**src/rtl/regfile_scoreboard.sv**
```systemverilog
// regfile_scoreboard: write-pending scoreboard for the 32x32 register file.
// Counts in-flight writes per architectural register. ID allocates a
// destination on issue and WB releases it on writeback. ID stalls while a
// source operand still has a write pending, or while the destination counter
// is full.
//
// Optional feature: define SCOREBOARD_WB_BYPASS_EN to let a source whose last
// pending write retires this cycle issue without stalling. REGFILE forwards
// the WB data in that same cycle.
//
// Ports:
//   dclk, rst_n                    clock (rising edge), async active-low reset
//   rdy_i                          global ready; 0 freezes all state
//   flush_i                        synchronous clear of all pending state
//   re1_ID_i/raddr1_ID_i           source 1 read enable / address
//   re2_ID_i/raddr2_ID_i           source 2 read enable / address
//   alloc_ID_i/alloc_addr_ID_i     issue of an instruction writing alloc_addr
//   we_WB_i/waddr_WB_i             writeback retire of waddr
//   stall_ID_o                     combinational ID hold (alloc not accepted)
//   tot_pend_o                     registered total outstanding writes (saturating)
//   err_o                          registered sticky retire-without-pending error
module regfile_scoreboard #(
    parameter int unsigned PEND_W = 2,
    parameter int unsigned TOT_W  = 4
) (
    input  logic             dclk,
    input  logic             rst_n,
    input  logic             rdy_i,
    input  logic             flush_i,
    input  logic             re1_ID_i,
    input  logic [4:0]       raddr1_ID_i,
    input  logic             re2_ID_i,
    input  logic [4:0]       raddr2_ID_i,
    input  logic             alloc_ID_i,
    input  logic [4:0]       alloc_addr_ID_i,
    input  logic             we_WB_i,
    input  logic [4:0]       waddr_WB_i,
    output logic             stall_ID_o,
    output logic [TOT_W-1:0] tot_pend_o,
    output logic             err_o
);

    localparam int unsigned NREG = 32;
    localparam logic [PEND_W-1:0] PEND_MAX = '1;
    localparam logic [PEND_W-1:0] PEND_ONE = PEND_W'(1);
    localparam logic [TOT_W-1:0]  TOT_MAX  = '1;

    logic [PEND_W-1:0] cnt [NREG];

    logic busy1, busy2, sat;
    logic alloc_acc, ret_acc, pair, inc, ret_eff, ret_err;
    logic [TOT_W-1:0] tot_next;

    // Source hazard detection; x0 is never busy.
    always_comb begin
        busy1 = re1_ID_i && (raddr1_ID_i != 5'd0) && (cnt[raddr1_ID_i] != '0);
        busy2 = re2_ID_i && (raddr2_ID_i != 5'd0) && (cnt[raddr2_ID_i] != '0);
`ifdef SCOREBOARD_WB_BYPASS_EN
        // Last pending write retiring now: REGFILE forwards it, so no hazard.
        if (we_WB_i && (waddr_WB_i == raddr1_ID_i) && (cnt[raddr1_ID_i] == PEND_ONE))
            busy1 = 1'b0;
        if (we_WB_i && (waddr_WB_i == raddr2_ID_i) && (cnt[raddr2_ID_i] == PEND_ONE))
            busy2 = 1'b0;
`endif
        sat = alloc_ID_i && (alloc_addr_ID_i != 5'd0) && (cnt[alloc_addr_ID_i] == PEND_MAX);
    end

    assign stall_ID_o = busy1 | busy2 | sat;

    // Accepted alloc/retire qualification. An alloc and a retire to the same
    // register cancel out: no count change and no error.
    always_comb begin
        alloc_acc = alloc_ID_i && !stall_ID_o && rdy_i && (alloc_addr_ID_i != 5'd0);
        ret_acc   = we_WB_i && rdy_i && (waddr_WB_i != 5'd0);
        pair      = alloc_acc && ret_acc && (alloc_addr_ID_i == waddr_WB_i);
        inc       = alloc_acc && !pair;
        ret_eff   = ret_acc && !pair && (cnt[waddr_WB_i] != '0);
        ret_err   = ret_acc && !pair && (cnt[waddr_WB_i] == '0);
    end

    // Net change of the total counter, saturating at both ends.
    always_comb begin
        tot_next = tot_pend_o;
        case ({inc, ret_eff})
            2'b10:   if (tot_pend_o != TOT_MAX) tot_next = tot_pend_o + TOT_W'(1);
            2'b01:   if (tot_pend_o != '0)      tot_next = tot_pend_o - TOT_W'(1);
            default: tot_next = tot_pend_o;
        endcase
    end

    // Per-register pending counters.
    always_ff @(posedge dclk or negedge rst_n) begin
        if (!rst_n) begin
            for (int i = 0; i < NREG; i++) cnt[i] <= '0;
        end else if (rdy_i) begin
            if (flush_i) begin
                for (int i = 0; i < NREG; i++) cnt[i] <= '0;
            end else begin
                if (inc)     cnt[alloc_addr_ID_i] <= cnt[alloc_addr_ID_i] + PEND_ONE;
                if (ret_eff) cnt[waddr_WB_i]      <= cnt[waddr_WB_i] - PEND_ONE;
            end
        end
    end

    // Total outstanding writes and sticky error; flush keeps the error.
    always_ff @(posedge dclk or negedge rst_n) begin
        if (!rst_n) begin
            tot_pend_o <= '0;
            err_o      <= 1'b0;
        end else if (rdy_i) begin
            if (flush_i) begin
                tot_pend_o <= '0;
            end else begin
                tot_pend_o <= tot_next;
                if (ret_err) err_o <= 1'b1;
            end
        end
    end

endmodule

```
**config.mk**
```make
export PLATFORM = sky130hd
export DESIGN_NAME = regfile_scoreboard
export DESIGN_NICKNAME = d
export VERILOG_FILES = /design/src/rtl/regfile_scoreboard.sv
export SDC_FILE = /design/constraint.sdc
export NUM_CORES = 1
export LEC_CHECK = 0
export CAP_MARGIN = 25
export CORE_ASPECT_RATIO = 2
export CORE_MARGIN = 2
export CORE_UTILIZATION = 50
export DETAILED_ROUTE_END_ITERATION = 6
export PLACE_DENSITY = 0.68
export SETUP_SLACK_MARGIN = 0.5
export SYNTH_ARGS = -nofsm -noshare
export SYNTH_HDL_FRONTEND = slang
export SYNTH_SLANG_ARGS = --single-unit
```
**constraint.sdc**
```tcl
create_clock -name dclk -period 9.95 [get_ports dclk]
set_input_delay 2.985 -clock dclk [delete_from_list [all_inputs] [get_ports dclk]]
set_output_delay 2.985 -clock dclk [all_outputs]
set_load 0.01 [all_outputs]
```
# [Word-level counts from Yosys, hierarchy flattened]
# Cells that the tools add are included.
[word_totals] out_inout_bits=6 elab_cells=118 inputBits=28 reg_bits=69
[classes] bitwise_logic=7 magnitude_cmp=6 n_eq_ne=7 n_addsub=4 n_reduce_logical=33 mux=27
[ops] operator="$mux 64" count=5
[ops] operator="$bwmux 64" count=2
[ops] operator="$bmux 2 s5" count=4
[ops] operator="$ge 6x6->1 const B" count=4
[ops] operator="$not 5->6" count=4
[ops] operator="$demux 2 s5" count=2
[ops] operator="$mux 2" count=10
[ops] operator="$reduce_bool 5->1" count=4
[ops] operator="$logic_and 1x1->1" count=19
[ops] operator="$lt 6x1->1 const B" count=2
[ops] operator="$mux 4" count=3
[ops] operator="$pmux 4 s2" count=1
[ops] operator="$ne 3x3->1 const B" count=2
[ops] operator="$reduce_bool 2->1" count=3
[ops] operator="$eq 5x5->1" count=1
[ops] operator="$add 4x1->4 const B" count=1
[ops] operator="$eq 2x2->1 const B" count=2
[ops] operator="$ne 4x4->1 const B" count=1
[ops] operator="$reduce_and 4->1" count=1
[ops] operator="$reduce_bool 4->1" count=1
[ops] operator="$sub 4x1->4 const B" count=1
[ops] operator="$reduce_and 3->1" count=1
[ops] operator="$reduce_bool 3->1" count=1
[ops] operator="$add 2x1->2 const B" count=1
[ops] operator="6 further kinds" count=8

# [Longest topological paths before layout]
# Gate-level depths: netlist of the first run.
[depth] depth_word=22 ltp_mapped=16 ltp_nobuf=14

# [Least setup slack after synthesis of the first run]
# OpenSTA, ideal clock, no wires.
[synth_timing] path_kind="input port to output port" start="in alloc_addr_ID_i[0]" end="out stall_ID_o" stages=8 arrival_ns=4.947 required_ns=6.965 path_buffers=2 setup_slack_ns=2.018 path_cell_list="buf_2 -> buf_1 -> mux4_2 -> a22oi_1 -> nand4_1 -> ha_1 -> inv_1 -> o21ai_0"
[synth_between] elab_chain_cells=7 elab_cells_between_ends=9
[synth_lines] item="start, declared" line_no="35" text="input logic [4:0] alloc_addr_ID_i,"
[synth_lines] item="$not 5->6 (not written as such)" line_no="65" text="sat = alloc_ID_i && (alloc_addr_ID_i != 5'd0) && (cnt[alloc_addr_ID_i] == PEND_MAX);"
[synth_lines] item="$bmux 2 s5" line_no="65"
[synth_lines] item="$mux 2 (not written as such) (2 in a row)" line_no="65"
[synth_lines] item="$eq 2x2->1" line_no="65"
[synth_lines] item="$logic_and 1x1->1 (*)" line_no="65"
[synth_lines] item="$or 1x1->1 (*)" line_no="68" text="assign stall_ID_o = busy1 | busy2 | sat;"
[synth_lines] item="end, declared" line_no="38" text="output logic stall_ID_o,"
# Mark *: on every way between the ends. The rest lies on a longest branch, timed or not. The select of a mux whose other input is x is not followed.

# [Final worst setup path of the first run]
[layout_timing] start="in raddr1_ID_i[1]" end="out stall_ID_o"
[layout_between] elab_chain_cells=8 elab_cells_between_ends=10
[layout_lines] item="start, declared" line_no="31" text="input logic [4:0] raddr1_ID_i,"
[layout_lines] item="$not 5->6 (not written as such)" line_no="56" text="busy1 = re1_ID_i && (raddr1_ID_i != 5'd0) && (cnt[raddr1_ID_i] != '0);"
[layout_lines] item="$bmux 2 s5" line_no="56"
[layout_lines] item="$mux 2 (not written as such) (2 in a row)" line_no="56"
[layout_lines] item="$reduce_bool 2->1" line_no="56"
[layout_lines] item="$logic_and 1x1->1 (*)" line_no="56"
[layout_lines] item="$or 1x1->1 (*) (2 in a row)" line_no="68"
# Marks and branches as above.

==> results.cfg, run 1 <==
[global_routing]
antenna_found_initial = 0
grt_pass1_vias = 6664
track_usage = 0.3839
grt_pass1_wl_um = 40830
grt_max_degree = 70
overflow = 0

[cts]
htree_levels = 3
tritoncts = yes
post-cts-setup-buffers = 0
cts_resized = 0
clk_path_buf_depth = 2
cts_hold_buf = 0
cts_sinks = 69
clkTransAtPathRegs_ps = 60
clock-root-buffer = clkbuf_16
cts_made_buffers = 9
clk_latency_ps = 350

[timing]
worst_pin_slew_ps = 1110
clock.fmax_mhz = 112.1
period_needed_ps = 8922
hold_violations = 0
maxSlewViolCount = 0
rsz0062_at_grt = false
skew_ps = 16.01
tns_ps = 0
relSlewSlack = 0.2576
setup_viol = 0
finalCritPeriodShare = 0.8967

[synth]
syn-num-nets = 784
synthArstFlopShare = 1.000
seq_area_frac_synth = 0.2623
ys_warn_count = 0
synth_cell_types = 77
synth_ff_type = dfrtp_1
syn-mean-instance-area_sq_um = 8.767
synth_enable_flop_cells = 0
syn_inst = 751
syn_area_sq_um = 6584
ys_ff_latch = 69

[critical_path]
reg2reg_depth = 12
cp.arrival_ps = 5940
rr_endpoint = cnt[25]
slowest_delay_ps = 940
rrSetupSlack_ps = 5530
cp_slowest_cell = clkdlybuf4s50_1
critical_path.cell_chain = clkdlybuf4s50_1 -> nor2b_1 -> a2111oi_0 -> a32oi_1 -> nand3_1 -> a2bb2oi_2 -> and2_1 -> o21ai_0 -> clkdlybuf4s50_1
critPathKind = in2out
start_kind = input port
worstPathRequired_ps = 6970
path_common_cell = clkdlybuf4s50_1
critPathCaptureType = primary output
r2r_start = cnt[16]
path_max_fanout = 22

[finish]
final_common_cell = nor2_1
area_delta_synth_final_pct = 9.407
n_antenna_cell = 0
layout.nets = 771
drive_above_1_share = 0.1413
fillCellCount = 1170
final_cell_mix = 71 x nor2_1, 69 x dfrtp_1, 55 x nand2_1
fin_cells = 895

[worst_hold_path]
hp-start = err_o
min_to = err_o
holdPathStages = 1
holdCritPathClass = reg2reg

[die]
start_util = 0.5096
die_h_um = 166.3
row_count = 59
io_pins = 34
dieArea_sq_um = 14160
core_sq_um = 12920
die_x_um = 85.14

[place]
place.gp.congestion = 1.010
dp_hpwl_um = 18910
io_buffers = 33
dp_cells = 878

[run_status]
status = complete, no violations

[routing]
wl_um = 27250
via_per_inst = 7.844
drtIter0Drc = 927
drtAntennaViolNets = 0
vias = 7020
drc = 0
avgRoutedWirePerCell_um = 30.44
firstDrtPassIters = 6

[power_and_ir_drop]
power.total_uw = 762.1
vdd_drop_max_mv = 0.09013
power_density_nw_per_um2 = 105.8
power.leakage_uw = 0.002584

[flow_run]
cap_violations = 0
-- critical path: cells and delay by family --
| family | cells | cell delay, ps |
|---|---|---|
| and+or+nand+nor | 3 | 540 |
| buffers and inverters | 2 | 1540 |
| AOI/OAI and AO/OA | 4 | 870 |
-- cells by family (layout without fill, tap and decap cells) --
family                     count (synthesis)  count (layout)  synth area share
adders and majority gates                  5               5           0.01064
buffers and inverters                     93              85           0.06252
muxes                                     71              71            0.1824
AOI/OAI and AO/OA                        237             237            0.2598
DFF                                       69              69            0.2623
and+or+nand+nor                          269             269            0.2130
xor gates and xnor gates                   7               7          0.009312
-- where the power goes --
| group | switching, uW | internal [uW] | leakage (uW) | total, uW |
|---|---|---|---|---|
| combinational | 91.5 | 58.0 | 0.00149 | 150 |
| sequential | 10.1 | 286 | 0.000954 | 296 |
| clock | 135 | 181 | 0.000138 | 317 |
-- metrics by stage --
step	area, sq um	util	setup WS (ps)	hold WS [ps]
6_report	7203	0.5576	1028	471.8
5_1_grt	7203	0.5576	889.2	478.6
4_1_cts	7176	0.5554	1089	474.8
3_5_place_dp	6897	0.5339	1091	461.0
3_3_place_gp	6897	0.5339	1059	455.1
2_1_floorplan	6584	-	2018	503.2
-- per-layer routing --
layer | vias to the layer above | share of wire | GRT usage
met3 | 158 | 0.098 | 0.06660
li1 | 2910 | - | -
met1 | 3365 | 0.34 | 0.4589
met4 | 0 | 0.086 | 0.2609
met5 | - | 0 | 0
met2 | 587 | 0.48 | 0.6182
-- cells in the mapped netlist (3+ instances only) --
cell type,n,area share
nor2_1,72,0.041
dfrtp_1,69,0.26
nand2_1,55,0.031
clkbuf_1,48,0.027
a21oi_1,45,0.034
o21ai_0,45,0.034
mux4_2,37,0.13
nand4_1,30,0.029
mux2i_1,27,0.041
a221oi_1,23,0.031
nor3_1,20,0.015
a22oi_1,15,0.017
o2bb2ai_1,15,0.020
buf_2,14,0.011
a22o_1,13,0.017
nand3_1,13,0.0099
nor4_1,13,0.012
o211ai_1,13,0.015
inv_1,12,0.0068
a21o_1,11,0.013
nor3b_1,10,0.011
a31oi_1,8,0.0076
and2_1,7,0.0067
and3_1,7,0.0067
buf_1,7,0.0040
buf_4,6,0.0068
nand2b_1,6,0.0057
nor2_2,5,0.0048
nor2b_1,5,0.0048
o211a_1,5,0.0076
xor2_1,5,0.0067
a32o_1,4,0.0061
and3b_1,4,0.0053
and4_1,4,0.0053
ha_1,4,0.0076
mux2_2,4,0.0068
o32ai_1,4,0.0053
or2_2,4,0.0038
a2111oi_0,3,0.0040
a211oi_1,3,0.0034
a31o_2,3,0.0040
a32oi_1,3,0.0040
buf_6,3,0.0051
nor4b_1,3,0.0040
o311ai_0,3,0.0040
-- sequential cells by signal (all words and copies together) (netlist names) --
signal      count
tot_pend_o      4
cnt            64
err_o           1
-- worst max-delay path by stage --
stage                             from    endpoint  slack (ps)  cells after the start
floorplan           alloc_addr_ID_i[0]  stall_ID_o        2020                      8
detailed placement  alloc_addr_ID_i[1]  stall_ID_o        1090                      9
CTS                 alloc_addr_ID_i[1]  stall_ID_o        1090                      9
global route            raddr1_ID_i[1]  stall_ID_o         890                      9
global placement    alloc_addr_ID_i[1]  stall_ID_o        1060                      9
finish                  raddr1_ID_i[1]  stall_ID_o        1030                      9
-- cell type report --
cell class,instances,area [sq um],area share
multi-input cells,589,4448,0.6175
repair buffers,54,503.0,0.06983
well taps,152,190.2,0.02640
flip-flops and latches,69,1727,0.2397
clock inverters,4,22.52,0.003127
clock buffers,12,256.5,0.03561
inverters,15,56.30,0.007817
No activity file was read; power rests on OpenSTA's default activity.
==> run 2, diff against run 1 <==
- CORE_ASPECT_RATIO: 2 -> 0.5
==> results.cfg, run 2 (synthesis results as in run 1) <==
[run_status]
status = complete, no violations

[power_and_ir_drop]
power.leakage_uw = 0.002572
power_frac_comb = 0.190
vdd_drop_max_mv = 0.07207
swShare = 0.3065
clock_power_share = 0.428
power.total_uw = 773.6
switching_power_uw = 237.1
internal_power_uw = 536.5
sequentialPowerShare = 0.383
power_density_nw_per_um2 = 107.1

[global_routing]
antenna_found_initial = 0
grt_max_degree = 70
track_usage = 0.3733
overflow = 0
grt_pass1_wl_um = 39840
grt_pass1_vias = 6464

[critical_path]
worstPathRequired_ps = 6970
rrSetupSlack_ps = 5230
path_max_fanout = 18
critPathCaptureType = primary output
critPathKind = in2out
critPathLaunch = raddr2_ID_i[1]
start_kind = input port
cp.arrival_ps = 6010
r2r_start = cnt[50]

[finish]
area_delta_synth_final_pct = 9.730
register_area_sq_um = 1727
largest_register_ffs = 64
n_antenna_cell = 0
final_common_cell = nor2_1
final_cell_mix = 71 x nor2_1, 69 x dfrtp_1, 55 x nand2_1
drive_above_1_share = 0.1390
fillCellCount = 1179
layout.nets = 769
top_register = cnt
fin_cells = 911
multiInputGateArea_sq_um = 4448
largestRegisters = cnt (64), tot_pend_o (4), err_o (1)
fin_util = 0.5656

[routing]
wl_um = 25990
via_per_inst = 7.587
vias = 6912
drc = 0
drtIter0Drc = 960
avgRoutedWirePerCell_um = 28.53
firstDrtPassIters = 6
drtAntennaViolNets = 0

[cts]
clkTransAtPathRegs_ps = 60
clk_path_buf_depth = 2
post-cts-setup-buffers = 0
htree_levels = 3
clock-root-buffer = clkbuf_16
cts_sinks = 69
cts_resized = 0
cts_hold_buf = 0
cts_made_buffers = 9
clk_latency_ps = 350
tritoncts = yes

[timing]
clock.fmax_mhz = 111.1
worst_pin_slew_ps = 950.2
tns_ps = 0
rsz0062_at_grt = false
hold_violations = 0
skew_ps = 10.43
finalCritPeriodShare = 0.9042
maxSlewViolCount = 0
period_needed_ps = 8997
relSlewSlack = 0.3665
setup_viol = 0

[die]
io_pins = 34
dieArea_sq_um = 14160
die_h_um = 85.14
row_count = 29
die_x_um = 166.3
core_sq_um = 12770
start_util = 0.5155

[worst_hold_path]
holdCritPathClass = reg2reg
hp-start = err_o

[place]
io_buffers = 33
dp_hpwl_um = 17980
dp_cells = 894
place.gp.congestion = 1.038

[flow_run]
cap_violations = 0
-- run 2: cell count changes in the layout (fill, tap and decap cells not counted) --
cell / change
clkinvlp_4: +1
buf_4: -2
clkinv_2: -1
clkinv_1: +1
clkinv_4: +1
clkbuf_8: -2
inv_1: -1
bufinv_16: +1
-- run 2: stage by stage --
step / setup slack (ps) / hold slack [ps] / instance area, sq um
floorplan: 2018 / 503.2 / 6584
global placement: 1044 / 455.5 / 6904
detailed placement: 985.7 / 472.0 / 6904
CTS: 981.5 / 484.3 / 7197
global route: 800.4 / 532.7 / 7224
finish: 952.9 / 474.5 / 7224
-- run 2: path summary, 6_finish.rpt --
check | end | depth (start not counted)
max reg2reg | cnt[6] | 12
min reg2reg | err_o | 1
min in group asynchronous | cnt[0] | 2
max in group asynchronous | cnt[53] | 2
min | err_o | 1
max | stall_ID_o | 8
-- run 2: final cells by class --
class                           count  share of cell area
Clock buffer                       10             0.03169
Clock inverter                      6            0.008833
Inverter                           15            0.007794
Multi-Input combinational cell    589              0.6157
Sequential cell                    69              0.2390
Tap cell                          170             0.02944
Timing Repair Buffer               52             0.06754
-- run 2: routing by layer --
layer	vias up	GRT usage	wire length, um
met1	3348	0.5127	10510
li1	2909	-	-
met3	107	0.1702	4214
met4	0	0.1379	1045
met2	548	0.5168	10220
met5	-	0	0
-- run 2: worst max-delay path: stages --
cell             delay, ps
clkdlybuf4s50_1        890
mux4_2                 580
mux2_2                 300
mux2i_4                180
a32oi_4                120
and2_1                 220
o21ai_0                140
clkdlybuf4s50_1        590
-- run 2: power by group through the flow --
stage	combinational [uW]	sequential, uW	clock [uW]
4_1_cts	142	296	331
6_report	147	296	331
3_3_place_gp	139	301	0
3_5_place_dp	141	301	0
2_1_floorplan	84.6	301	0
5_1_grt	157	298	343
==> run 3, diff against run 2 <==
- CORE_MARGIN: 2 -> 4
- CTS_CLUSTER_DIAMETER: default -> 80
==> results.cfg, run 3 (synthesis results as in run 1) <==
[critical_path]
critical_path.cell_chain = clkdlybuf4s50_1 -> mux4_2 -> mux2_2 -> mux2i_4 -> a32oi_4 -> and2_1 -> o21ai_0 -> clkdlybuf4s50_1
path_max_fanout = 16
slowest_delay_ps = 810
cp.arrival_ps = 6060
critPathKind = in2out
critPathCaptureType = primary output
path_common_cell = clkdlybuf4s50_1
cp_slowest_cell = clkdlybuf4s50_1
start_kind = input port
worstPathRequired_ps = 6970

[finish]
n_antenna_cell = 0
largestRegisters = cnt (64), tot_pend_o (4), err_o (1)
final_common_cell = nor2_1
fin_util = 0.5711
fin_area_sq_um = 7295
final_cell_mix = 71 x nor2_1, 69 x dfrtp_1, 55 x nand2_1
largest_register_ffs = 64
drive_above_1_share = 0.1461
layout.nets = 774
area_delta_synth_final_pct = 10.79
top_register = cnt

[timing]
rsz0062_at_grt = false
setup_viol = 0
relSlewSlack = 0.3622
finalCritPeriodShare = 0.9089
maxSlewViolCount = 0
hold_violations = 0
clock.fmax_mhz = 110.6
fin_ws_ps = 906.8
period_needed_ps = 9043
tns_ps = 0
worst_pin_slew_ps = 956.7
skew_ps = 9.413

[cts]
tritoncts = yes
clkTransAtPathRegs_ps = 60
cts_made_buffers = 9
cts_hold_buf = 0
post-cts-setup-buffers = 0
clock-root-buffer = clkbuf_16
clk_latency_ps = 350
cts_resized = 0
cts_sinks = 69
clk_path_buf_depth = 2
htree_levels = 3

[flow_run]
cap_violations = 0

[routing]
drtAntennaViolNets = 0
drtIter0Drc = 1016
avgRoutedWirePerCell_um = 30.10
via_per_inst = 7.550
drc = 0
vias = 6916
wl_um = 27570
firstDrtPassIters = 6

[power_and_ir_drop]
power_density_nw_per_um2 = 113.9
vdd_drop_max_mv = 0.08958
power.leakage_uw = 0.002618

[global_routing]
grt_max_degree = 70
overflow = 0
grt_pass1_vias = 6567
grt_pass1_wl_um = 41770
track_usage = 0.3725
antenna_found_initial = 0

[place]
place.gp.congestion = 1.079
placed_area_sq_um = 6954
pre_cts_ws_ps = 938.7
io_buffers = 33
dp_hpwl_um = 19460

[die]
core_sq_um = 12770
die_h_um = 89.14
row_count = 29
start_util = 0.5155
dieArea_sq_um = 15180
io_pins = 34
die_x_um = 170.3

[run_status]
status = complete, no violations

[worst_hold_path]
holdCritPathClass = reg2reg
## run 3: area by class of cell
class	count	area, sq um
fillers	1165	5478
multi-input cells	589	4453
flip-flops and latches	69	1727
repair buffers	57	505.5
clock buffers	10	229.0
well taps	170	212.7
clock inverters	6	111.4
inverters	15	56.30
## run 3: where the power goes
group          internal (uW)  leakage [uW]  switching, uW  total (uW)
Sequential               286      0.000954           10.7         297
Clock                    245      0.000163            140         385
Combinational           57.1       0.00150           92.1         149
## run 3: per-layer routing
metal  global-route usage  up-vias  wire length, um
li1                     -     2914                -
met1               0.5133     3371            11310
met2               0.5086      550            10780
met3               0.1709       81             4487
met4               0.1464        0              997
met5                    0        -                0
## run 3: through the flow
stage	power [uW]	hold WS, ps	instances
finish	830.9	536.4	916
global route	854.6	566.2	916
CTS	829.0	535.4	916
detailed placement	446.4	509.2	900
global placement	444.9	456.8	900
floorplan	385.6	503.2	751
## run 3: path summary, 6_finish.rpt
check	from	end	slack, ps	cells after the start
min reg2reg	err_o	err_o	540	1
min in group asynchronous	rst_n	cnt[6]	2870	2
max reg2reg	cnt[12]	cnt[6]	5280	12
max	raddr2_ID_i[0]	stall_ID_o	910	8
min	err_o	err_o	540	1
max in group asynchronous	rst_n	cnt[53]	6450	2
## run 3: worst max-delay path, delay by kind of cell
kind	cells	cell delay, ps
AOI/OAI and AO/OA	2	370
buffers and inverters	2	1380
muxes	3	1040
and+or+nand+nor	1	250
